<file path="src/rtl/quad_enc_pkg.sv">
// Shared types for the quadrature step generator: FSM states, Gray phase codes
// and the single-step phase advance used by the phase sequencer.
package quad_enc_pkg;

  typedef enum logic [1:0] {
    IDLE = 2'd0,
    RUN  = 2'd1,
    DONE = 2'd2
  } state_t;

  // Phase codes are {A,B}
  localparam logic [1:0] PH_00 = 2'b00;
  localparam logic [1:0] PH_10 = 2'b10;
  localparam logic [1:0] PH_11 = 2'b11;
  localparam logic [1:0] PH_01 = 2'b01;

  function automatic logic [1:0] next_phase(input logic [1:0] ph, input logic up);
    logic [1:0] nxt;
    nxt = PH_00;
    case (ph)
      PH_00:   nxt = up ? PH_10 : PH_01;
      PH_10:   nxt = up ? PH_11 : PH_00;
      PH_11:   nxt = up ? PH_01 : PH_10;
      PH_01:   nxt = up ? PH_00 : PH_11;
      default: nxt = PH_00;
    endcase
    return nxt;
  endfunction

endpackage

</file>
<file path="src/rtl/quad_phase_seq.sv">
// Two-bit Gray phase stepper: advances one quadrature position per step pulse.
// Registered outputs, one-cycle update latency; step is never refused.
module quad_phase_seq
  import quad_enc_pkg::*;
(
  input  logic clk,
  input  logic reset,
  input  logic step,
  input  logic up,
  output logic a,
  output logic b
);

  logic [1:0] ph_q;
  logic [1:0] ph_d;

  always_comb begin
    ph_d = ph_q;
    if (step) begin
      ph_d = next_phase(ph_q, up);
    end
  end

  always_ff @(posedge clk) begin
    if (!reset) begin
      ph_q <= PH_00;
    end else begin
      ph_q <= ph_d;
    end
  end

  assign a = ph_q[1];
  assign b = ph_q[0];

endmodule

</file>
<file path="src/rtl/quad_enc_gen.sv">
// Quadrature step generator: walks pos toward a latched target, one Gray step every P clocks.
// First step lands P edges after start; hold freezes the step timer, start/load are ignored while busy.
module quad_enc_gen
  import quad_enc_pkg::*;
#(
  parameter int WIDTH = 8,
  parameter int DIV_W = 8
) (
  input  logic             clk,
  input  logic             reset,
  input  logic             load,
  input  logic [WIDTH-1:0] data,
  input  logic             start,
  input  logic [WIDTH-1:0] target,
  input  logic [DIV_W-1:0] period,
  input  logic             hold,
  output logic             phase_a,
  output logic             phase_b,
  output logic [WIDTH-1:0] pos,
  output logic             up_dn,
  output logic             busy,
  output logic             done
);

  state_t           state_q, state_d;
  logic [DIV_W-1:0] timer_q, timer_d;
  logic [DIV_W-1:0] per_q,   per_d;
  logic [WIDTH-1:0] tgt_q,   tgt_d;
  logic [WIDTH-1:0] pos_q,   pos_d;
  logic             up_q,    up_d;
  logic             step;

  always_comb begin
    state_d = state_q;
    timer_d = timer_q;
    per_d   = per_q;
    tgt_d   = tgt_q;
    pos_d   = pos_q;
    up_d    = up_q;
    step    = 1'b0;
    case (state_q)
      IDLE: begin
        if (!load) begin
          pos_d = data;
        end else if (start) begin
          if (target != pos_q) begin
            tgt_d   = target;
            per_d   = (period == '0) ? DIV_W'(1) : period;
            up_d    = (target > pos_q);
            timer_d = '0;
            state_d = RUN;
          end else begin
            state_d = DONE;
          end
        end
      end
      RUN: begin
        if (!hold) begin
          if (timer_q == per_q - DIV_W'(1)) begin
            step    = 1'b1;
            timer_d = '0;
            pos_d   = up_q ? pos_q + WIDTH'(1) : pos_q - WIDTH'(1);
            if (pos_d == tgt_q) begin
              state_d = DONE;
            end
          end else begin
            timer_d = timer_q + DIV_W'(1);
          end
        end
      end
      DONE: begin
        state_d = IDLE;
      end
      default: begin
        state_d = IDLE;
      end
    endcase
  end

  always_ff @(posedge clk) begin
    if (!reset) begin
      state_q <= IDLE;
      timer_q <= '0;
      per_q   <= DIV_W'(1);
      tgt_q   <= '0;
      pos_q   <= '0;
      up_q    <= 1'b1;
    end else begin
      state_q <= state_d;
      timer_q <= timer_d;
      per_q   <= per_d;
      tgt_q   <= tgt_d;
      pos_q   <= pos_d;
      up_q    <= up_d;
    end
  end

  // The phase pair only moves on steps, so a preset of pos leaves it where it was
  quad_phase_seq u_phase (
    .clk   (clk),
    .reset (reset),
    .step  (step),
    .up    (up_q),
    .a     (phase_a),
    .b     (phase_b)
  );

  assign pos   = pos_q;
  assign up_dn = up_q;
  assign busy  = (state_q == RUN);
  assign done  = (state_q == DONE);

endmodule

</file>
<file path="config.mk">
export PLATFORM = sky130hd
export DESIGN_NAME = quad_enc_gen
export DESIGN_NICKNAME = d
export VERILOG_FILES = /design/src/rtl/quad_enc_pkg.sv /design/src/rtl/quad_phase_seq.sv /design/src/rtl/quad_enc_gen.sv
export SDC_FILE = /design/constraint.sdc
export NUM_CORES = 1
export LEC_CHECK = 0
export CAP_MARGIN = 20
export CELL_PAD_IN_SITES_DETAIL_PLACEMENT = 0
export CELL_PAD_IN_SITES_GLOBAL_PLACEMENT = 1
export CORE_MARGIN = 3
export CORE_UTILIZATION = 45
export CTS_BUF_LIST = sky130_fd_sc_hd__clkbuf_8
export DETAILED_ROUTE_END_ITERATION = 10
export PLACE_DENSITY_LB_ADDON = 0.1
export SETUP_SLACK_MARGIN = 0.02
export SYNTH_ARGS = -nofsm -noshare
export SYNTH_HDL_FRONTEND = slang
export SYNTH_SLANG_ARGS = --single-unit
</file>
<file path="constraint.sdc">
create_clock -name clk -period 5.3 [get_ports clk]
set_input_delay 0.53 -clock clk [delete_from_list [all_inputs] [get_ports clk]]
set_output_delay 0.53 -clock clk [all_outputs]
set_load 0.01 [all_outputs]
</file>
* After elaboration in Yosys (flattened, before gate mapping)
Index checks and enable logic that the tools add are counted.
** Word-level totals
- Bits in registers :: 37
- Output and inout bits :: 13
- Logic and storage cells :: 62
- Input bits :: 29
** Cells by class
- Equality and inequality tests :: 15
- Multiplexer cells :: 27
- $lt $le $gt $ge :: 1
- Add/subtract/negate cells :: 4
- Reduce and logical (&&, ||, !) cells :: 8
** Operator list (number)
- 2-to-1 mux 8 bit :: 10
- case mux 8 bit (2 select lines) :: 2
- 2-to-1 mux 2 bit :: 10
- adder 8 x 1 -> 8 bit (second input constant) :: 2
- == test 8 bit :: 2
- subtractor 8 x 1 -> 8 bit (second input constant) :: 2
- inequality test 2 bit (second input constant) :: 5
- AND reduction 5 bit :: 2
- greater-than comparator 8 bit :: 1
- logical NOT 8 bit :: 1
- inequality test 8 bit :: 1
- case mux 2 bit (4 select lines) :: 1
- AND reduction 4 bit :: 2
- == test 2 bit (second input constant) :: 3
- == test 2 x 1 -> 1 bit (second input constant) :: 2
- logical NOT 2 bit :: 2
- inequality test 2 x 1 -> 1 bit (second input constant) :: 2
- case mux 2 bit (2 select lines) :: 1
- 2-to-1 mux 1 bit :: 3
- nonzero test 2 bit :: 1

* Longest topological paths before layout
Gate-level depths: netlist (run 1).
- Depth after elaboration :: 7
- Mapped depth :: 11
- Mapped depth without buffers :: 9

* Modules after synthesis
A second synthesis (run 1) with hierarchy kept.
** Second synthesis, totals
- Cell total of the unflattened synthesis :: 297
- Area, all modules :: 2418.6 µm²
** Modules (own cells, without submodules)
- quad_enc_gen :: area each 2334.7 µm², cells an instance 288, seq. area each 700.7 µm², instances 1
- quad_phase_seq :: area each 83.8 µm², cells an instance 9, seq. area each 40.0 µm², instances 1

* Least setup slack after synthesis (run 1)
Ideal clock, no wire load.
- Kind :: reg-to-reg
- Start point :: reg up_q, in the netlist up_dn
- End point :: reg state_q[1]
- Data required time :: 5.230 ns
- Data arrival time :: 2.677 ns
- Path buffers :: 2
- Period minus slack after synthesis :: 2.747 ns
- Setup slack :: 2.553 ns
- Stages on the path, launching flop included :: 12
- Library setup time :: 0.070 ns
- Cells stage by stage :: dfxtp_1 clkbuf_1 inv_1 ha_1 buf_4 xnor2_1 a2111oi_4 nand3_1 nor4_2 nand2_1 or4b_1 a21oi_1
** On the way
- Longest elaborated chain between the ends :: 4
** RTL lines
- start, declared :: RTL line quad_enc_gen.sv:30 : logic up_q, up_d;
- start signal, assigned :: RTL line quad_enc_gen.sv:94 : up_q <= up_d;
- 2-to-1 mux 8 bit :: RTL line quad_enc_gen.sv:62 : pos_d = up_q ? pos_q + WIDTH'(1) : pos_q - WIDTH'(1);
- == test 8 bit :: RTL line quad_enc_gen.sv:63 : if (pos_d == tgt_q) begin
- inequality test 2 x 1 -> 1 bit (no source line)
- AND reduction 5 bit (no source line)
- end signal, assigned :: RTL line quad_enc_gen.sv:89 : state_q <= state_d;
- end, declared :: RTL line quad_enc_gen.sv:25 : state_t state_q, state_d;
Every way passes these cells.
A chain may end at the register's enable or synchronous reset.

* Worst setup path after layout (run 1)
Ends and elaborated chain as after synthesis.

==> run metrics, run 1 <==
ys async rst share 0; antenna diode count 0; Die W ~84 um; Reg-to-Reg Start up_dn; post-synthesis simple-gate area fraction 0.239; delay-heaviest family, CP simple AND/OR/NAND/NOR gates; Setup Viol. Count Final 0; Clock Skew 4.93 ps; Pwr per Cell Area 234 nW/um^2; top-count cell post-synth nand2_1; most frequent cells after synthesis 51 x nand2_1, 37 x dfxtp_1, 24 x nor2_1; Post-DRT Antenna Nets 0; cts hold-fix bufs 0; max-cap viol count 0; DR vias 2502; Tcrit/Tclk final 0.571; Post-Syn Instances 340; Nets 416; mux contribution to synthesized area 0.0258; GRT Residual Overflow 0; Hold Path Depth 2; status complete, no violations; Post-CTS Resized 0; Worst Hold End per_q[7]; initial antenna violation count 0; final core occ 0.566; Max-slew headroom 0.527; worst hold path type reg2reg; HPWL after detailed placement 5390 um; ys flop type dfxtp_1; Setup WS post-layout 2270 ps; H-Tree Depth 2; area share of xor/xnor cells in the synthesized design 0.110; Cell variety after synth between 50 and 60; DRC 0; CTS root buf clkbuf_8; post-synth top area cell dfxtp_1; Warnings, synthesis 0; DRT Wirelength 7010 um; Yosys reg bits 37; CORE AREA 5680 sq um; crit path time final 3030 ps; Worst Tran Pin Value 704 ps; Buffers & Inverters on Critical Path 1; Cell Area, Synth around 2700 sq um; setup TNS 0 ps; unrepaired setup endpoints after global routing false; largest family of logic cells by synthesized area simple AND/OR/NAND/NOR gates; first-pass GRT wire length 11600 um; Routed WL per cell 15.8 um; CP Data Arrival Time roughly 3300 ps; hold path startpoint per_q[7]; die span in y 83.7 um; CP max stage cell dfxtp_1; I/O pin cnt 42; Iter 0 DRT Violations between 100 and 150; worst flop-to-flop path endpoint state_q[1]; startpoint types flop; Post-Place Worst Slack 2260 ps; # rows 27; Buffers on Ports a little over 40; post-synth top area share 0.273; register area share after synthesis 0.273; fraction of layout cells with a size suffix above 1 0.0485; clock transition at the registers of the reported paths approximately 80 ps; vias in the first global route 2318; CP max stage delay 560 ps; router iterations before antenna repair 4; Max clock buf depth 2; EDFF count, synth 0; synth-to-layout area growth 18.3%; Synth area leaders dfxtp_1 27%, ha_1 7.4%, nand2_1 7.0%, xor2_1 6.1%, xnor2_1 4.8%; CTS tree yes; crit path cell chain inv_1 > ha_1 > a21o_1 > a2111oi_4 > nand3_1 > nor4_2 > nand2_1 > or4b_1 > a21oi_1; Peak VDD IR 97.8 uV; Initial Utilization 0.479; CTS Sinks 37; die area 7010 sq um; Crit Path Category reg2reg; clk_lat worst skew around 290 ps; # fillers 564; syn_area_per_cell 7.99 sq um; vias per inst 5.65; Pleak 1.20 nW; Fin. Hold Viols 0; largest net degree at the start of global routing 35; Reg2Reg Depth 9; Crit Path Max Fanout 11; WP depth 9; Worst setup EP type flop; CTS Buf Count 5; final count of pins violating max slew 0; Reg2Reg Setup Slack 2270 ps; CP Data Required Time 5530 ps; Achievable Freq 330 MHz; Synth Area in Compound Gates 0.209; Synth Net Count approximately 390; GR Util All Layers 0.204; global placement routability congestion 0.834; Adder-Cell Fraction of Synth Area 0.0810; setup bufs post-CTS 0
-- metrics by stage --
| stage | power (mW) | cell area (sq um) | hold WS (ps) | std cells |
|---|---|---|---|---|
| after global placement | 0.555 | 3120 | 482 | 434 |
| after floorplan | 0.481 | 2720 | 455 | 340 |
| final | 0.752 | 3210 | 487 | 443 |
| after detailed placement | 0.556 | 3130 | 479 | 435 |
| after CTS | 0.757 | 3210 | 490 | 443 |
| after global routing | 0.796 | 3210 | 514 | 443 |
-- where the power goes --
part / total, mW / leakage (nW) / switching, mW / internal [mW]
registers: 0.314 / 0.302 / 0.0224 / 0.292
logic: 0.236 / 0.852 / 0.123 / 0.114
clock network: 0.201 / 0.0416 / 0.110 / 0.0908
total: 0.752 / 1.20 / 0.256 / 0.496
-- sequential cells by signal (all words and copies together) (netlist names) --
register and count:
per_q 8, pos 8, state_q 2, tgt_q 8
timer_q 8, u_phase.ph_q 2, up_dn 1
-- worst max path at each step --
stage,from,slack (ps),end
after floorplan,up_dn,2550,state_q[1]
after global placement,load,2240,per_q[0]
after CTS,up_dn,2300,state_q[1]
after detailed placement,load,2260,up_dn
after global routing,up_dn,2010,state_q[1]
final,up_dn,2270,state_q[1]
-- cell type report --
cell class | count | area, sq um | share of cell area
Multi-Input combinational cell | 267 | 1810 | 0.562
Sequential cell | 37 | 741 | 0.230
Inverter | 16 | 60.1 | 0.0187
Clock inverter | 3 | 18.8 | 0.00584
Tap cell | 72 | 90.1 | 0.0280
Timing Repair Buffer | 43 | 429 | 0.134
Clock buffer | 5 | 68.8 | 0.0214
-- cell families after synthesis --
group           after synthesis
mux                           7
xor+xnor                     34
simple gates                129
compound gates               80
fa+ha+maj                    17
buf+inv                      36
flops                        37
-- metal layers --
metal	global-route usage	routed length, um	share of wire	up-vias
met1	0.285	3420	0.49	1154
li1	-	-	-	1262
met5	0	0	0	-
met2	0.304	3000	0.43	74
met4	0.0716	156	0.022	0
met3	0.0494	438	0.062	12
-- placed cells by master (no fill, tap or decap), drive strengths merged, types with 2 or more instances in the layout --
master	count
nand2	51
clkdlybuf4s50	41
dfxtp	37
nor2	25
a21oi	19
xor2	19
a21boi	18
inv	17
ha	16
xnor2	15
o21ai	11
nor3	9
nand4	7
mux2i	7
o221ai	6
nor4	6
nand2b	5
clkbuf	5
nor2b	5
nand3	4
a211oi	4
o21a	4
o211ai	3
or4	2
and3	2
nand3b	2
o31ai	2
a31o	2
and4	2
or3	2
clkinvlp	2
nor3b	2
a21o	2
a2111oi	2
buf	2
-- worst register-to-register path, cell delays in order, from the launching register on --
cell and delay (ps):
dfxtp_1 560, inv_1 230, ha_1 470, a21o_1 250
a2111oi_4 350, nand3_1 120, nor4_2 210, nand2_1 90
or4b_1 530, a21oi_1 150
Power figures use the tool's default switching activity.
==> inputs of run 2 (changes only) <==
--- a/config.mk
+++ b/config.mk
@@ -9,7 +9,7 @@
 export CELL_PAD_IN_SITES_DETAIL_PLACEMENT = 0
 export CELL_PAD_IN_SITES_GLOBAL_PLACEMENT = 1
 export CORE_MARGIN = 3
-export CORE_UTILIZATION = 45
+export CORE_UTILIZATION = 37
 export CTS_BUF_LIST = sky130_fd_sc_hd__clkbuf_8
 export DETAILED_ROUTE_END_ITERATION = 10
 export PLACE_DENSITY_LB_ADDON = 0.1
==> constraint.sdc (replaced) <==
create_clock -name clk -period 2.55 [get_ports clk]
set_input_delay 0.255 -clock clk [delete_from_list [all_inputs] [get_ports clk]]
set_output_delay 0.255 -clock clk [all_outputs]
set_load 0.01 [all_outputs]
==> run 2 against run 1 <==
Effect of this change: sequential share of layout area shrank 2.0 points; flip-flop and latch count is the same; design area grew 10%; global-route usage shrank 1.4 points; cell count grew 12%; critical path depth is the same; register-to-register slack lost 2200 ps; non-clock buffer count grew 30.
==> run metrics, run 2 (synthesized netlist as in run 1, its figures left out) <==
status complete, no violations; CTS Sinks 37; Routed WL per cell 15.6 um; GRT Residual Overflow 0; Tot Pwr 1.74 mW; Critical path origin up_dn; global placement routability congestion 0.920; Pwr per Cell Area between 400 and 500 nW/um^2; Crit Path Category reg2reg; largest net degree at the start of global routing 34; Initial Utilization 0.391; worst hold path type reg2reg; unrepaired setup endpoints after global routing true; Clock Skew between 2 and 3 ps; HPWL after detailed placement 5960 um; hold path startpoint per_q[7]; sw frac 0.317; CP Data Arrival Time 2680 ps; met1 WL 4030 um; Crit Path Max Fanout 6; Worst Tran Pin Value ~630 ps; Nets 446; # rows 30; die span in y 91.7 um; I/O pin cnt 42; Max-slew headroom 0.568; commonest non-fill, non-tap cell in the layout nand2_1; CP max stage cell or4b_1; Post-Layout Inst Area approximately 3500 sq um; Die W just over 90 um; vias per inst 5.20; crit path cell chain inv_2 > ha_1 > a21o_1 > a2111oi_4 > nand3_1 > nor4_2 > nand2_1 > or4b_1 > a21oi_2; Achievable Freq 408 MHz; die area 8410 sq um; WL met3 405 um; Buffers on Ports 41; CORE AREA 6940 sq um; Post-DRT Antenna Nets 0; clk_lat worst skew 290 ps; vias in the first global route 2446; Clock Power Share 0.297; crit path time final roughly 2400 ps; CTS tree yes; H-Tree Depth 2; DR vias 2584; Peak VDD IR 292 uV; fraction of layout cells with a size suffix above 1 0.147; highest routed metal layer met4; antenna diode count 0; Setup Viol. Count Final 0; Worst setup EP type flop; first-pass GRT wire length 12600 um; CP max stage delay approximately 540 ps; DRC 0; CTS Buf Count 5; router iterations before antenna repair 4; GR Util All Layers 0.190; routed wl met2 3190 um; synth-to-layout area growth 30.3%; most frequent cells in the layout 51 x nand2_1, 41 x clkdlybuf4s50_1, 35 x dfxtp_1; cell-internal power 1.19 mW; Hold Slack about 490 ps; dpl cell area between 3000 and 4000 sq um; Pleak about 1.4 nW; startpoint types flop; final count of pins violating max slew 0; Tcrit/Tclk final 0.960; Fin. Hold Viols 0; DRT Wirelength about 7800 um; cts hold-fix bufs 0; CP Data Required Time 2780 ps; combinational share of power 0.338; clock transition at the registers of the reported paths roughly 80 ps; initial antenna violation count 0; Psw 0.554 mW; CTS root buf clkbuf_8; Iter 0 DRT Violations between 100 and 150; Max clock buf depth 2; max-cap viol count 0; sequential group share of total power 0.365; Reg-to-Reg Start up_dn
run 2: area by class of cell:
class	instances	area, sq um
multi-input cells	267	1840
clock inverters	3	42.5
fillers	689	3400
inverters	16	60.1
clock buffers	5	68.8
flip-flops and latches	37	746
repair buffers	73	663
well taps	96	120
run 2: worst max-delay path, delay by kind of cell, from the launching register on:
family          cells  cell delay (ps)
flops               1              380
fa+ha+maj           1              320
compound gates      3              660
buf+inv             1               80
simple gates        4              960
run 2: per-stage QoR:
step / setup WS, ps / setup TNS [ps] / utilization / cells
after floorplan: 41.5 / 0 / - / 340
after global placement: 38.3 / 0 / 0.490 / 489
after detailed placement: 38.1 / 0 / 0.490 / 489
after CTS: 75.4 / 0 / 0.508 / 497
after global routing: -62.3 / -62.3 / 0.510 / 497
final: 101 / 0 / 0.510 / 497
run 2: power by group through the flow:
| stage | Clock (mW) | Sequential [mW] | Combinational (mW) |
|---|---|---|---|
| floorplan | 0 | 0.653 | 0.355 |
| global placement | 0 | 0.650 | 0.580 |
| detailed placement | 0 | 0.651 | 0.578 |
| CTS | 0.536 | 0.638 | 0.586 |
| global route | 0.566 | 0.643 | 0.648 |
| finish | 0.518 | 0.638 | 0.589 |
run 2: timing repair:
item                                    in CTS  in global routing
setup buffers                                0                  0
gates resized for setup                      2                  6
endpoints found under the setup margin       1                 10
pin swaps                                    0                  2
run 2: layer usage:
| layer | track usage | vias up |
|---|---|---|
| li1 | - | 1321 |
| met1 | 0.283 | 1189 |
| met2 | 0.274 | 62 |
| met3 | 0.0427 | 12 |
| met4 | 0.0470 | 0 |
| met5 | 0 | - |
run 2: path summary, 6_finish.rpt:
| kind | endpoint | slack, ps | depth (start not counted) |
|---|---|---|---|
| setup / recovery | state_q[1] | 100 | 9 |
| hold / removal | per_q[7] | 490 | 2 |
| setup reg to reg | state_q[1] | 100 | 9 |
| hold reg to reg | per_q[7] | 490 | 2 |
